**src/rtl/bcd_pkg.sv**
```systemverilog
// Shared types and helpers for the sequential binary-to-BCD converter.
package bcd_pkg;

  localparam int BCD_DIGIT_W = 4;

  typedef enum logic {
    IDLE  = 1'b0,
    SHIFT = 1'b1
  } state_t;

  // Smallest digit count whose decimal range covers every WIDTH-bit value.
  function automatic int min_digits(input int width);
    longint unsigned max_val;
    longint unsigned pow10;
    int              d;
    max_val = (64'd1 << width) - 64'd1;
    pow10   = 64'd1;
    d       = 0;
    while (pow10 <= max_val) begin
      pow10 = pow10 * 64'd10;
      d     = d + 1;
    end
    return d;
  endfunction

endpackage

```
**src/rtl/bin2bcd_seq_add3.sv**
```systemverilog
// Double-dabble digit correction: a digit of 5 or more gets +3 so that the
// following left shift carries correctly into the next decimal digit.
module bin2bcd_seq_add3
  import bcd_pkg::*;
(
  input  logic [BCD_DIGIT_W-1:0] i_digit,
  output logic [BCD_DIGIT_W-1:0] o_digit
);

  assign o_digit = (i_digit >= 4'd5) ? i_digit + 4'd3 : i_digit;

endmodule

```
**src/rtl/bin2bcd_seq.sv**
```systemverilog
// Sequential binary-to-BCD converter: one add3-then-shift step per clock,
// WIDTH steps per conversion, start/done handshake towards the display path.
module bin2bcd_seq
  import bcd_pkg::*;
#(
  parameter int WIDTH  = 8,
  parameter int DIGITS = 3
) (
  input  logic                          clk,
  input  logic                          reset,
  input  logic                          start,
  input  logic [WIDTH-1:0]              bin,
  output logic                          busy,
  output logic                          done,
  output logic [BCD_DIGIT_W*DIGITS-1:0] bcd
);

  localparam int SCR_W = BCD_DIGIT_W * DIGITS;
  localparam int CNT_W = $clog2(WIDTH + 1);

  // Too few digits would let a nonzero bit fall off the top of scratch.
  if (DIGITS < min_digits(WIDTH)) begin : g_bad_digits
    $error("bin2bcd_seq: DIGITS too small for WIDTH");
  end

  state_t             r_state;
  state_t             w_state_next;
  logic [WIDTH-1:0]   r_bin_sh;
  logic [SCR_W-1:0]   r_scratch;
  logic [SCR_W-1:0]   r_bcd;
  logic [CNT_W-1:0]   r_count;
  logic               r_done;

  logic               w_load;
  logic               w_shift;
  logic               w_finish;
  logic [SCR_W-1:0]   w_corr;
  logic [SCR_W-1:0]   w_scr_shift;
  logic [WIDTH-1:0]   w_bin_shift;

  // One correction cell per digit, plus the per-digit range check at completion.
  for (genvar g = 0; g < DIGITS; g++) begin : g_digit
    bin2bcd_seq_add3 u_add3 (
      .i_digit (r_scratch[BCD_DIGIT_W*g +: BCD_DIGIT_W]),
      .o_digit (w_corr[BCD_DIGIT_W*g +: BCD_DIGIT_W])
    );

    a_digit_le9 : assert property (@(posedge clk) disable iff (reset)
      w_finish |-> (w_scr_shift[BCD_DIGIT_W*g +: BCD_DIGIT_W] <= 4'd9));
  end

  // The bit shifted out of scratch is discarded; it must always be zero.
  a_no_overflow : assert property (@(posedge clk) disable iff (reset)
    w_shift |-> !w_corr[SCR_W-1]);

  // {scratch, bin_sh} shifted left by one after digit correction.
  assign w_scr_shift = {w_corr[SCR_W-2:0], r_bin_sh[WIDTH-1]};
  assign w_bin_shift = {r_bin_sh[WIDTH-2:0], 1'b0};

  // State register.
  always_ff @(posedge clk or posedge reset) begin
    if (reset) begin
      // NOTE: non-blocking so every register updates from pre-edge values.
      r_state <= IDLE;
    end else begin
      r_state <= w_state_next;
    end
  end

  // Next-state and step controls: accept in IDLE, count shifts in SHIFT.
  always_comb begin
    // NOTE: defaults first so no path leaves a signal unassigned (no latch).
    w_state_next = r_state;
    w_load       = 1'b0;
    w_shift      = 1'b0;
    w_finish     = 1'b0;
    case (r_state)
      IDLE: begin
        if (start) begin
          w_load       = 1'b1;
          w_state_next = SHIFT;
        end
      end
      SHIFT: begin
        w_shift = 1'b1;
        if (r_count == CNT_W'(1)) begin
          w_finish     = 1'b1;
          w_state_next = IDLE;
        end
      end
      default: w_state_next = IDLE;
    endcase
  end

  // Datapath: capture operand, shift once per SHIFT cycle, publish on finish.
  always_ff @(posedge clk or posedge reset) begin
    if (reset) begin
      r_bin_sh  <= '0;
      r_scratch <= '0;
      r_count   <= '0;
      r_bcd     <= '0;
      r_done    <= 1'b0;
    end else begin
      r_done <= w_finish;
      if (w_load) begin
        r_bin_sh  <= bin;
        r_scratch <= '0;
        r_count   <= CNT_W'(WIDTH);
      end else if (w_shift) begin
        r_bin_sh  <= w_bin_shift;
        r_scratch <= w_scr_shift;
        r_count   <= r_count - CNT_W'(1);
      end
      if (w_finish) begin
        r_bcd <= w_scr_shift;
      end
    end
  end

  assign busy = (r_state == SHIFT);
  assign done = r_done;
  assign bcd  = r_bcd;

endmodule

```
**config.mk**
```make
export PLATFORM = sky130hd
export DESIGN_NAME = bin2bcd_seq
export DESIGN_NICKNAME = d
export VERILOG_FILES = /design/src/rtl/bcd_pkg.sv /design/src/rtl/bin2bcd_seq_add3.sv /design/src/rtl/bin2bcd_seq.sv
export SDC_FILE = /design/constraint.sdc
export NUM_CORES = 1
export LEC_CHECK = 0
export ABC_CLOCK_PERIOD_IN_PS = 2500
export BUFFER_PORTS_ARGS = -buffer_cell sky130_fd_sc_hd__clkbuf_2
export CORE_MARGIN = 4
export CORE_UTILIZATION = 40
export CTS_BUF_LIST = sky130_fd_sc_hd__clkbuf_2
export CTS_CLUSTER_DIAMETER = 200
export DETAILED_ROUTE_END_ITERATION = 12
export PLACE_DENSITY_LB_ADDON = 0.2
export SLEW_MARGIN = 20
export SYNTH_ARGS = -nofsm -noshare
export SYNTH_HDL_FRONTEND = slang
export SYNTH_SLANG_ARGS = --single-unit
export TNS_END_PERCENT = 20
```
**constraint.sdc**
```tcl
create_clock -name clk -period 2.5 [get_ports clk]
set_clock_uncertainty 0.2 [all_clocks]
set_input_delay 0.25 -clock clk [delete_from_list [all_inputs] [get_ports clk]]
set_output_delay 0.25 -clock clk [all_outputs]
set_load 0.005 [all_outputs]
```
=== Yosys cells after proc, flatten, opt, wreduce, memory -nomap -nowiden ===
Cells that the tools add are included.

* Add/sub/neg operators: 4
* Order comparisons: 3
* Equality and inequality tests: 1
* Mux-type cells: 16
* Bitwise operators: 1
* Reduce and logical (&&, ||, !) cells: 1

{| class="wikitable"
|+ Operators by type and width
! cell !! count
|-
| $mux 12 || 2
|-
| $mux 4 || 4
|-
| $mux 8 || 2
|-
| $ge 4x3->1 const B || 3
|-
| $add 4x2->4 const B || 2
|-
| $mux 1 || 6
|-
| $eq 4x1->1 const B || 1
|-
| $sub 4x1->4 const B || 1
|-
| $add 3x2->3 const B || 1
|-
| $mux 3 || 1
|-
| $pmux 1 s2 || 1
|-
| $reduce_bool 2->1 || 1
|-
| $not 1->1 || 1
|}

* Flip-flop bits (word level): 38
* Input bits: 11
* Word-level logic and storage cells: 32

=== Longest topological paths before layout ===
Gate-level depths: netlist (run 1).

* Word-level depth: 4
* Mapped depth: 6
* Mapped depth without buffers: 6

=== Modules after synthesis ===
From an unflattened synthesis (run 1), not the netlist that was laid out.

* Cell total of the unflattened synthesis: 159
* Area total of the unflattened synthesis: 1866.8 um^2

{| class="wikitable"
|+ By module, submodules not included
! module !! instances !! cells an instance !! area each (um^2) !! seq. area each (um^2)
|-
| bin2bcd_seq || 1 || 111 || 1562.7 || 950.9
|-
| bin2bcd_seq_add3 || 3 || 16 || 101.3 || 0.0
|}

=== Worst setup path after synthesis (run 1) ===
Ideal clock, no wire load.

* Kind: register -> register
* Start: reg r_scratch[0]
* End: reg r_bcd[2] (netlist: bcd[2])
* Arrival: 1.398 ns
* Slack: 0.820 ns
* Cell stages (with the launch flop): 7
* Buffers on the path: 0
* Clock period less this slack: 1.680 ns
* Cell sequence: dfrtp_1 -> inv_1 -> ha_1 -> nand2b_1 -> a21oi_1 -> mux2_2 -> o21ai_0

* Longest elaborated chain between the ends: 2
* Elaborated cells on any way between the ends: 3
* Those cells by class: 1 x add/sub; 1 x order compare; 1 x mux

{| class="wikitable"
|+ Ends and longest elaborated chain
! item !! RTL line !! RTL
|-
| start: declaration || bin2bcd_seq.sv:29 || <nowiki>logic [SCR_W-1:0] r_scratch;</nowiki>
|-
| start signal: assignment || bin2bcd_seq.sv:111 || <nowiki>r_scratch <= w_scr_shift;</nowiki>
|-
| $add 4x2->4 / $ge 4x3->1 (equally long branches) || bin2bcd_seq_add3.sv:10 || <nowiki>assign o_digit = (i_digit >= 4'd5) ? i_digit + 4'd3 : i_digit;</nowiki>
|-
| $mux 4 (*) || bin2bcd_seq_add3.sv:10 ||
|-
| end signal: assignment || bin2bcd_seq.sv:115 || <nowiki>r_bcd <= w_scr_shift;</nowiki>
|-
| end: declaration || bin2bcd_seq.sv:30 || <nowiki>logic [SCR_W-1:0] r_bcd;</nowiki>
|}

Mark *: on every way between the ends. The rest lies on a longest branch, timed or not.
A chain may end at the register's enable or synchronous reset.

=== Worst setup path after layout (run 1) ===
Same ends and word-level chain as after synthesis.

==> flow_metrics.py, run 1 <==
metrics = {
    "critical_path": {
        "path_class": "flop to flop",
        "arrival_ns": 2.03,
        "crit_path_max_fanout": 3,
        "cp-end-kind": "flop",
        "required_ns": 2.62,
        "cp-start-kind": "flop",
    },
    "global_route": {
        "grt_antenna_before_repair": 0,
        "grt_usage": 0.147,
        "grt_max_degree": 39,
        "grt_overflow": 0,
        "grt_pass1_wl_mm": 6.20,
        "grt_pass1_vias": 1380,
    },
    "timing": {
        "hold_viol_final": 0,
        "finalSetupViolCount": 0,
        "max_freq_mhz": 524,
        "finalMaxSlewViolations": 0,
        "rsz0062_at_grt": "no",
        "maxSlewHeadroom": 0.643,
        "final.period_utilization": 0.763,
        "tightest_slew_ns": 0.533,
        "setup_tns_ns": 0,
        "fin_crit_ns": 1.91,
    },
    "cts": {
        "clkTransAtPathRegs_ns": 0.19,
        "cts_sinks": 38,
        "clock_latency_ns": 0.37,
        "root_buffer": "clkbuf_2",
        "cts_tree": "done",
        "cts_made_buffers": 5,
        "clock_path_buffers": 2,
        "cts_htree_levels": 2,
    },
    "floorplan": {
        "fp.dieArea_um2": 5570,
        "initial_core_util": 0.428,
        "rows": 23,
        "core_area_um2": 4140,
        "ios": 25,
        "die_w_um": 74.6,
        "fp.dieH_um": 74.6,
    },
    "cells_and_area": {
        "final_nets": 237,
        "layout_common_cells": "dfrtp_1 (38), clkbuf_2 (30), nand2_1 (29), o21ai_0 (29), inv_1 (13)",
        "antenna_cells": 0,
        "syn_to_final_growth_pct": 16.8,
        "nFillCells": 398,
        "final_common_cell": "dfrtp_1",
        "drive_above_1_share": 0.174,
    },
    "drt": {
        "via_per_inst": 5.08,
        "avgRoutedWirePerCell_um": 13.4,
        "routed_wl_mm": 3.59,
        "vias": 1366,
        "drt_iter0_drc": 101,
        "ant_nets": 0,
        "firstDrtPassIters": 4,
        "drc": 0,
    },
    "worst_hold_path": {
        "hold_class": "input pin to flop",
    },
    "logic_synthesis": {
        "seq_area_frac_synth": 0.536,
        "yosysWarnings": 0,
        "ys_seq_elements": 38,
        "synth_top_area_share": 0.536,
        "syn_area_um2": 1780,
        "synth_ff_type": "dfrtp_1",
        "yosysUniqueCellTypes": 23,
        "synthCells": 182,
        "synth_edf_count": 0,
        "yosysTopAreaCell": "dfrtp_1",
        "netlist_top_cells_area": "dfrtp_1 (54%), o21ai_0 (8.2%), nand2_1 (6.1%)",
        "syn_nets": 201,
        "synth_area_per_cell_um2": 9.76,
        "async_flop_share": 1.00,
    },
    "placement": {
        "io_buffers": 24,
        "gp_congestion": 0.817,
        "hpwlAfterDp_mm": 2.50,
    },
    "power": {
        "p_total_mw": 2.39,
        "peakVddDrop_v": 0.000416,
        "p_per_area_nw_per_um2": 1150,
        "leakagePower_nw": 1.00,
    },
    "job": {
        "max_cap_viol_count": 0,
    },
    "status": {
        "status": "complete, no violations",
    },
}
==> per-layer routing <==
layer | global-route usage | part of all wire
met1 | 0.182 | 0.44
met2 | 0.248 | 0.50
met3 | 0.0374 | 0.041
met4 | 0.0573 | 0.016
met5 | 0 | 0
==> cells in the mapped netlist, drive strengths merged (3+ instances only) <==
cell type / n
inv: 13
or3: 7
dfrtp: 38
o21ai: 29
nand2b: 3
buf: 5
o22ai: 3
nand2: 29
a31oi: 3
mux2: 3
nor2: 11
xnor2: 3
mux2i: 8
a21oi: 9
ha: 8
==> layout make-up <==
| class | instances | area, um^2 | area share |
|---|---|---|---|
| Sequential cell | 38 | 951 | 0.458 |
| Multi-Input combinational cell | 123 | 737 | 0.355 |
| Timing Repair Buffer | 36 | 233 | 0.112 |
| Tap cell | 50 | 62.6 | 0.0302 |
| Inverter | 14 | 52.6 | 0.0253 |
| Clock buffer | 6 | 30.0 | 0.0145 |
| Clock inverter | 2 | 8.76 | 0.00422 |
==> flip-flops by register name (all words and copies together), names as in the netlist <==
name,flops
bcd,12
busy,1
done,1
r_bin_sh,8
r_count,4
r_scratch,12
==> cell families after synthesis <==
logic type	count (synthesis)	share of synthesized area
AND/OR/NAND/NOR	55	0.142
buffers and inverters	21	0.0493
AO/OA/AOI/OAI	46	0.137
multiplexers	11	0.0641
XOR/XNOR	3	0.0148
adder cells (fa/ha/maj)	8	0.0564
flip-flops	38	0.536
==> critical path: stages, from the launching register on <==
cell and delay [ns]:
dfrtp_1 0.44, inv_1 0.12, ha_1 0.21, nand2b_1 0.08, a21oi_1 0.26, mux2_2 0.38
o21ai_0 0.15
==> where the power goes <==
| part | leakage (nW) | internal (mW) | switching (mW) | total [mW] |
|---|---|---|---|---|
| Combinational | 0.490 | 0.464 | 0.590 | 1.05 |
| Clock | 0.0304 | 0.0689 | 0.192 | 0.261 |
| Sequential | 0.479 | 0.883 | 0.193 | 1.08 |
| Total | 1.00 | 1.42 | 0.976 | 2.39 |
==> timing repair <==
action / in CTS / in global routing
endpoints found under the setup margin: 0 / 0
setup buffers: 0 / 0
endpoints found under the hold margin: 46 / 0
gates resized for setup: 0 / 0
hold buffers: 9 / 0
==> metrics by stage <==
| step | std cells | setup WS (ns) | hold WS, ns | util | instance area, um^2 |
|---|---|---|---|---|---|
| 3_5_place_dp | 252 | 0.644 | 0.202 | 0.470 | 1950 |
| 4_1_cts | 269 | 0.610 | 0.169 | 0.501 | 2070 |
| 3_3_place_gp | 252 | 0.743 | 0.170 | 0.470 | 1950 |
| 6_report | 269 | 0.592 | 0.190 | 0.501 | 2070 |
| 2_1_floorplan | 182 | 0.820 | 0.206 | - | 1780 |
| 5_1_grt | 269 | 0.466 | 0.204 | 0.501 | 2070 |
==> final timing paths <==
check,from,to,slack (ns),cells after the start
worst min-delay path,start,r_scratch[0],0.19,2
worst max-delay path,r_scratch[0],bcd[2],0.59,6
max in group asynchronous,reset,r_count[0],1.47,4
worst max register to register,r_scratch[0],bcd[2],0.59,6
min in group asynchronous,reset,r_scratch[3],0.29,4
worst min register to register,r_bin_sh[7],bcd[0],0.30,2
No activity file was read; power rests on OpenSTA's default activity.
==> inputs of run 2 (changes only) <==
Settings changed: ABC_CLOCK_PERIOD_IN_PS 2500 to 1740.
Clock period 2.5 ns to 1.74 ns, I/O delays scaled along.
==> run 2 against run 1 <==
Compared with the run above: flip-flop and latch count unchanged; final area is 8.7% higher; combinational power rose by 84%; register-to-register slack worse by 0.54 ns; sequential share of layout area shrank 3.6 points; largest cell class unchanged.
==> flow_metrics.py, run 2 (same netlist as run 1, synthesis figures left out) <==
metrics = {
    "floorplan": {
        "rows": 23,
        "ios": 25,
        "die_w_um": 74.6,
        "fp.dieArea_um2": 5570,
        "fp.dieH_um": 74.6,
        "initial_core_util": 0.428,
        "core_area_um2": 4140,
    },
    "critical_path": {
        "crit_path_max_fanout": 3,
        "required_ns": 1.87,
        "r2r_end": "r_scratch[6]",
        "path_class": "flop to flop",
        "cp_slowest_stage_delay_ns": 0.44,
        "cpMaxStageDelayCell": "dfrtp_1",
        "cp_top_family": "flip-flops",
        "rr_worst_depth": 5,
        "arrival_ns": 1.81,
        "cp-start-kind": "flop",
        "critPathBufInv": 0,
        "r2r_start": "r_scratch[4]",
        "crit_chain": "ha_1, nand2b_4, a21oi_2, mux2_4, o21ai_1",
        "cp-end-kind": "flop",
        "r2r_slack_ns": 0.05,
    },
    "cells_and_area": {
        "syn_to_final_growth_pct": 27.1,
        "multi_input_area_um2": 800,
        "final_nets": 250,
        "antenna_cells": 0,
        "nFillCells": 379,
        "final_common_cell": "dfrtp_1",
        "layout_common_cells": "dfrtp_1 (37), nand2_1 (29), clkbuf_2 (29)",
        "drive_above_1_share": 0.286,
        "final-seq-area_um2": 952,
    },
    "cts": {
        "root_buffer": "clkbuf_2",
        "clock_latency_ns": 0.38,
        "clkTransAtPathRegs_ns": 0.19,
        "cts_sinks": 38,
        "clock_path_buffers": 2,
        "cts_htree_levels": 2,
        "cts_made_buffers": 5,
        "cts_tree": "done",
    },
    "timing": {
        "maxSlewHeadroom": 0.686,
        "tightest_slew_ns": 0.471,
        "final.period_utilization": 0.969,
        "max_freq_mhz": 593,
        "finalMaxSlewViolations": 0,
        "finalSetupViolCount": 0,
        "hold_viol_final": 0,
        "fin_crit_ns": 1.69,
        "hold_ws_ns": 0.0244,
    },
    "power": {
        "seqPwrFrac": 0.389,
        "power_switching_mw": 1.52,
        "power_frac_comb": 0.484,
        "peakVddDrop_v": 0.000664,
        "leakagePower_nw": 1.09,
        "internal-power_mw": 2.48,
        "p_total_mw": 4.00,
        "p_per_area_nw_per_um2": 1770,
        "sw_frac_of_total": 0.380,
        "p_clk_frac": 0.127,
    },
    "drt": {
        "avgRoutedWirePerCell_um": 12.8,
        "firstDrtPassIters": 4,
        "vias": 1398,
        "routed_wl_mm": 3.61,
        "drt_iter0_drc": 51,
        "ant_nets": 0,
        "drc": 0,
        "via_per_inst": 4.98,
    },
    "worst_hold_path": {
        "hold_depth": 3,
        "hold_class": "input pin to flop",
        "hold_path_end": "r_scratch[6]",
        "min_from": "start",
    },
    "global_route": {
        "grt_max_degree": 39,
        "grt_usage": 0.152,
        "grt_pass1_vias": 1382,
        "grt_pass1_wl_mm": 6.35,
        "grt_overflow": 0,
        "grt_antenna_before_repair": 0,
    },
    "job": {
        "max_cap_viol_count": 0,
    },
    "placement": {
        "gp_congestion": 0.751,
        "hpwlAfterDp_mm": 2.60,
        "io_buffers": 24,
    },
    "status": {
        "status": "complete, no violations",
    },
}
==> run 2: what timing repair did <==
action | CTS | global route
setup buffers | 0 | 1
resized for setup | 10 | 16
hold endpoints to repair | 46 | 0
hold buffers | 9 | 0
endpoints found under the setup margin | 6 | 9
pin swaps | 1 | 3
==> run 2: worst reg2reg max path: cells and delay by family (launching register included) <==
kind | cells | cell delay [ns]
AO/OA/AOI/OAI | 2 | 0.31
adder cells (fa/ha/maj) | 1 | 0.21
flip-flops | 1 | 0.44
multiplexers | 1 | 0.32
AND/OR/NAND/NOR | 1 | 0.14
==> run 2: cell type report <==
type	instances	share of cell area
Inverter	14	0.0233
Clock inverter	2	0.0150
Multi-Input combinational cell	123	0.354
Clock buffer	5	0.0111
Timing Repair Buffer	49	0.146
Tap cell	50	0.0277
Sequential cell	38	0.422
==> run 2: metrics by stage <==
| step | utilization | setup slack [ns] | cells | instance area [um^2] | TNS (ns) |
|---|---|---|---|---|---|
| 2_1_floorplan | - | 0.0596 | 182 | 1780 | 0 |
| 3_3_place_gp | 0.491 | 0.0415 | 264 | 2040 | 0 |
| 3_5_place_dp | 0.491 | -0.108 | 264 | 2040 | -0.196 |
| 4_1_cts | 0.532 | -0.0223 | 280 | 2200 | -0.0428 |
| 5_1_grt | 0.544 | -0.00570 | 281 | 2260 | -0.00777 |
| 6_report | 0.544 | 0.0545 | 281 | 2260 | 0 |
==> run 2: power by group through the flow <==
stage / logic [mW] / clock network, mW / registers, mW
after floorplan: 1.09 / 0 / 1.50
after global placement: 1.63 / 0 / 1.53
after detailed placement: 1.70 / 0 / 1.56
after CTS: 1.79 / 0.533 / 1.55
after global routing: 2.20 / 0.578 / 1.61
final: 1.93 / 0.509 / 1.56
==> run 2: per-layer routing <==
layer  vias up  track usage  part of all wire
met4         0       0.0474             0.014
met2        19        0.257              0.51
li1        717            -                 -
met3         5       0.0441             0.034
met1       657        0.189              0.44
met5         -            0                 0
==> run 2: worst max-delay path by stage <==
| stage | from | end | cells past startpoint |
|---|---|---|---|
| floorplan | r_scratch[0] | bcd[2] | 6 |
| global placement | r_scratch[0] | r_scratch[2] | 5 |
| detailed placement | r_scratch[4] | r_scratch[6] | 6 |
| CTS | r_scratch[1] | bcd[2] | 6 |
| global route | r_scratch[1] | r_scratch[2] | 6 |
| finish | r_scratch[4] | r_scratch[6] | 5 |
==> inputs of run 3 (changes only) <==
Settings changed: SYNTH_HIERARCHICAL set to 1.
==> run 3 against run 2 <==
Compared with the run above: synthesized cell count is 15% lower; critical endpoint is now bcd[9]; register-to-register slack hardly changed; clock power is 24% lower; sequential share of layout area is 0.11 points higher; non-clock buffer count is 4 lower; via count is 10% lower; combinational power is 5% higher.
==> flow_metrics.py, run 3 <==
metrics = {
    "placement": {
        "dp_cells": 231,
        "gp_congestion": 0.768,
        "hpwlAfterDp_mm": 2.26,
        "io_buffers": 24,
    },
    "global_route": {
        "grt_pass1_wl_mm": 5.87,
        "grt_pass1_vias": 1300,
        "grt_usage": 0.125,
        "grt_overflow": 0,
        "grt_antenna_before_repair": 0,
        "grt_max_degree": 39,
    },
    "cells_and_area": {
        "nFillCells": 379,
        "post-route-util": 0.509,
        "final_nets": 218,
        "drive_above_1_share": 0.330,
        "syn_to_final_growth_pct": 21.7,
        "stdcell_count": 252,
        "antenna_cells": 0,
        "final_common_cell": "dfrtp_1",
        "layout_common_cells": "dfrtp_1 (38), clkbuf_2 (30), nand2_1 (19)",
    },
    "timing": {
        "hold_viol_final": 0,
        "fin_crit_ns": 1.69,
        "final.period_utilization": 0.970,
        "finalSetupViolCount": 0,
        "rsz0062_at_grt": "yes",
        "max_freq_mhz": 592,
        "tightest_slew_ns": 0.486,
        "setup_tns_ns": 0,
        "maxSlewHeadroom": 0.676,
        "finalMaxSlewViolations": 0,
    },
    "drt": {
        "avgRoutedWirePerCell_um": 13.6,
        "vias": 1255,
        "drc": 0,
        "firstDrtPassIters": 4,
        "routed_wl_mm": 3.42,
        "drt_iter0_drc": 56,
        "ant_nets": 0,
        "via_per_inst": 4.98,
    },
    "cts": {
        "clock_latency_ns": 0.39,
        "cts_tree": "done",
        "root_buffer": "clkbuf_2",
        "cts_made_buffers": 5,
        "clkTransAtPathRegs_ns": 0.19,
        "clock_path_buffers": 2,
        "cts_htree_levels": 2,
        "cts_sinks": 38,
    },
    "critical_path": {
        "path_class": "flop to flop",
        "required_ns": 1.84,
        "crit_path_max_fanout": 4,
        "cp-end-kind": "flop",
        "arrival_ns": 1.78,
        "cp-start-kind": "flop",
    },
    "job": {
        "max_cap_viol_count": 0,
    },
    "status": {
        "status": "complete, no violations",
    },
    "floorplan": {
        "ios": 25,
        "initial_core_util": 0.418,
        "fp.dieH_um": 75.9,
        "rows": 24,
        "core_area_um2": 4410,
        "die_w_um": 75.9,
        "fp.dieArea_um2": 5770,
    },
    "worst_hold_path": {
        "hold_class": "input pin to asynchronous set/reset pin",
    },
    "logic_synthesis": {
        "syn_area_um2": 1850,
        "syn_nets": 174,
        "synth_area_per_cell_um2": 11.9,
        "yosysWarnings": 6,
        "synthCells": 155,
    },
    "power": {
        "p_per_area_nw_per_um2": 1780,
        "p_total_mw": 4.00,
        "peakVddDrop_v": 0.000651,
        "leakagePower_nw": 1.11,
    },
}
[run 3: timing repair]
item | CTS | global route
gates resized for setup | 0 | 10
setup endpoints to repair | 0 | 13
hold buffers | 10 | 0
setup buffers | 0 | 3
endpoints found under the hold margin | 49 | 0
[run 3: worst paths after layout]
kind | from | depth (start not counted) | slack [ns] | to
setup / recovery | r_scratch[8] | 5 | 0.05 | bcd[9]
hold reg to reg | r_bin_sh[4] | 2 | 0.31 | r_bin_sh[5]
setup reg to reg | r_scratch[8] | 5 | 0.05 | bcd[9]
hold / removal | reset | 4 | 0.21 | r_scratch[4]
min in group clk | r_bin_sh[4] | 2 | 0.31 | r_bin_sh[5]
max in group asynchronous | reset | 4 | 0.79 | r_scratch[8]
[run 3: report_power, final]
group,leakage (nW),switching [mW],total [mW],internal [mW]
combinational,0.599,0.893,2.02,1.13
sequential,0.479,0.315,1.59,1.28
clock,0.0304,0.286,0.385,0.0989
[run 3: area by class of cell]
class                      instances  area, um^2  area share
clock inverter                     2        8.76     0.00390
inverter                           9        33.8      0.0150
multi-input combinational        100         843       0.375
clock buffer                       6        30.0      0.0134
tap                               52        65.1      0.0290
timing repair buffer              45         315       0.140
sequential                        38         951       0.423
[run 3: stage by stage]
step / hold slack, ns / area (um^2) / worst slack [ns]
floorplan: 0.130 / 1850 / 0.0926
finish: 0.211 / 2250 / 0.0519
global placement: 0.0878 / 2040 / 0.0828
CTS: 0.203 / 2180 / 0.0163
global route: 0.252 / 2250 / -0.0133
detailed placement: 0.116 / 2040 / 0.0429
[run 3: layer usage]
metal  share of wire  up-vias  global-route usage
met5               0        -                   0
met4           0.020        0              0.0623
met3           0.039       10              0.0344
met2            0.49       30               0.202
met1            0.45      590               0.152
li1                -      625                   -
[run 3: worst max-delay path: stages (launching register included)]
cell	delay [ns]
dfrtp_1	0.46
ha_1	0.21
nand2b_1	0.15
a21oi_2	0.18
xnor2_1	0.12
mux2_2	0.28
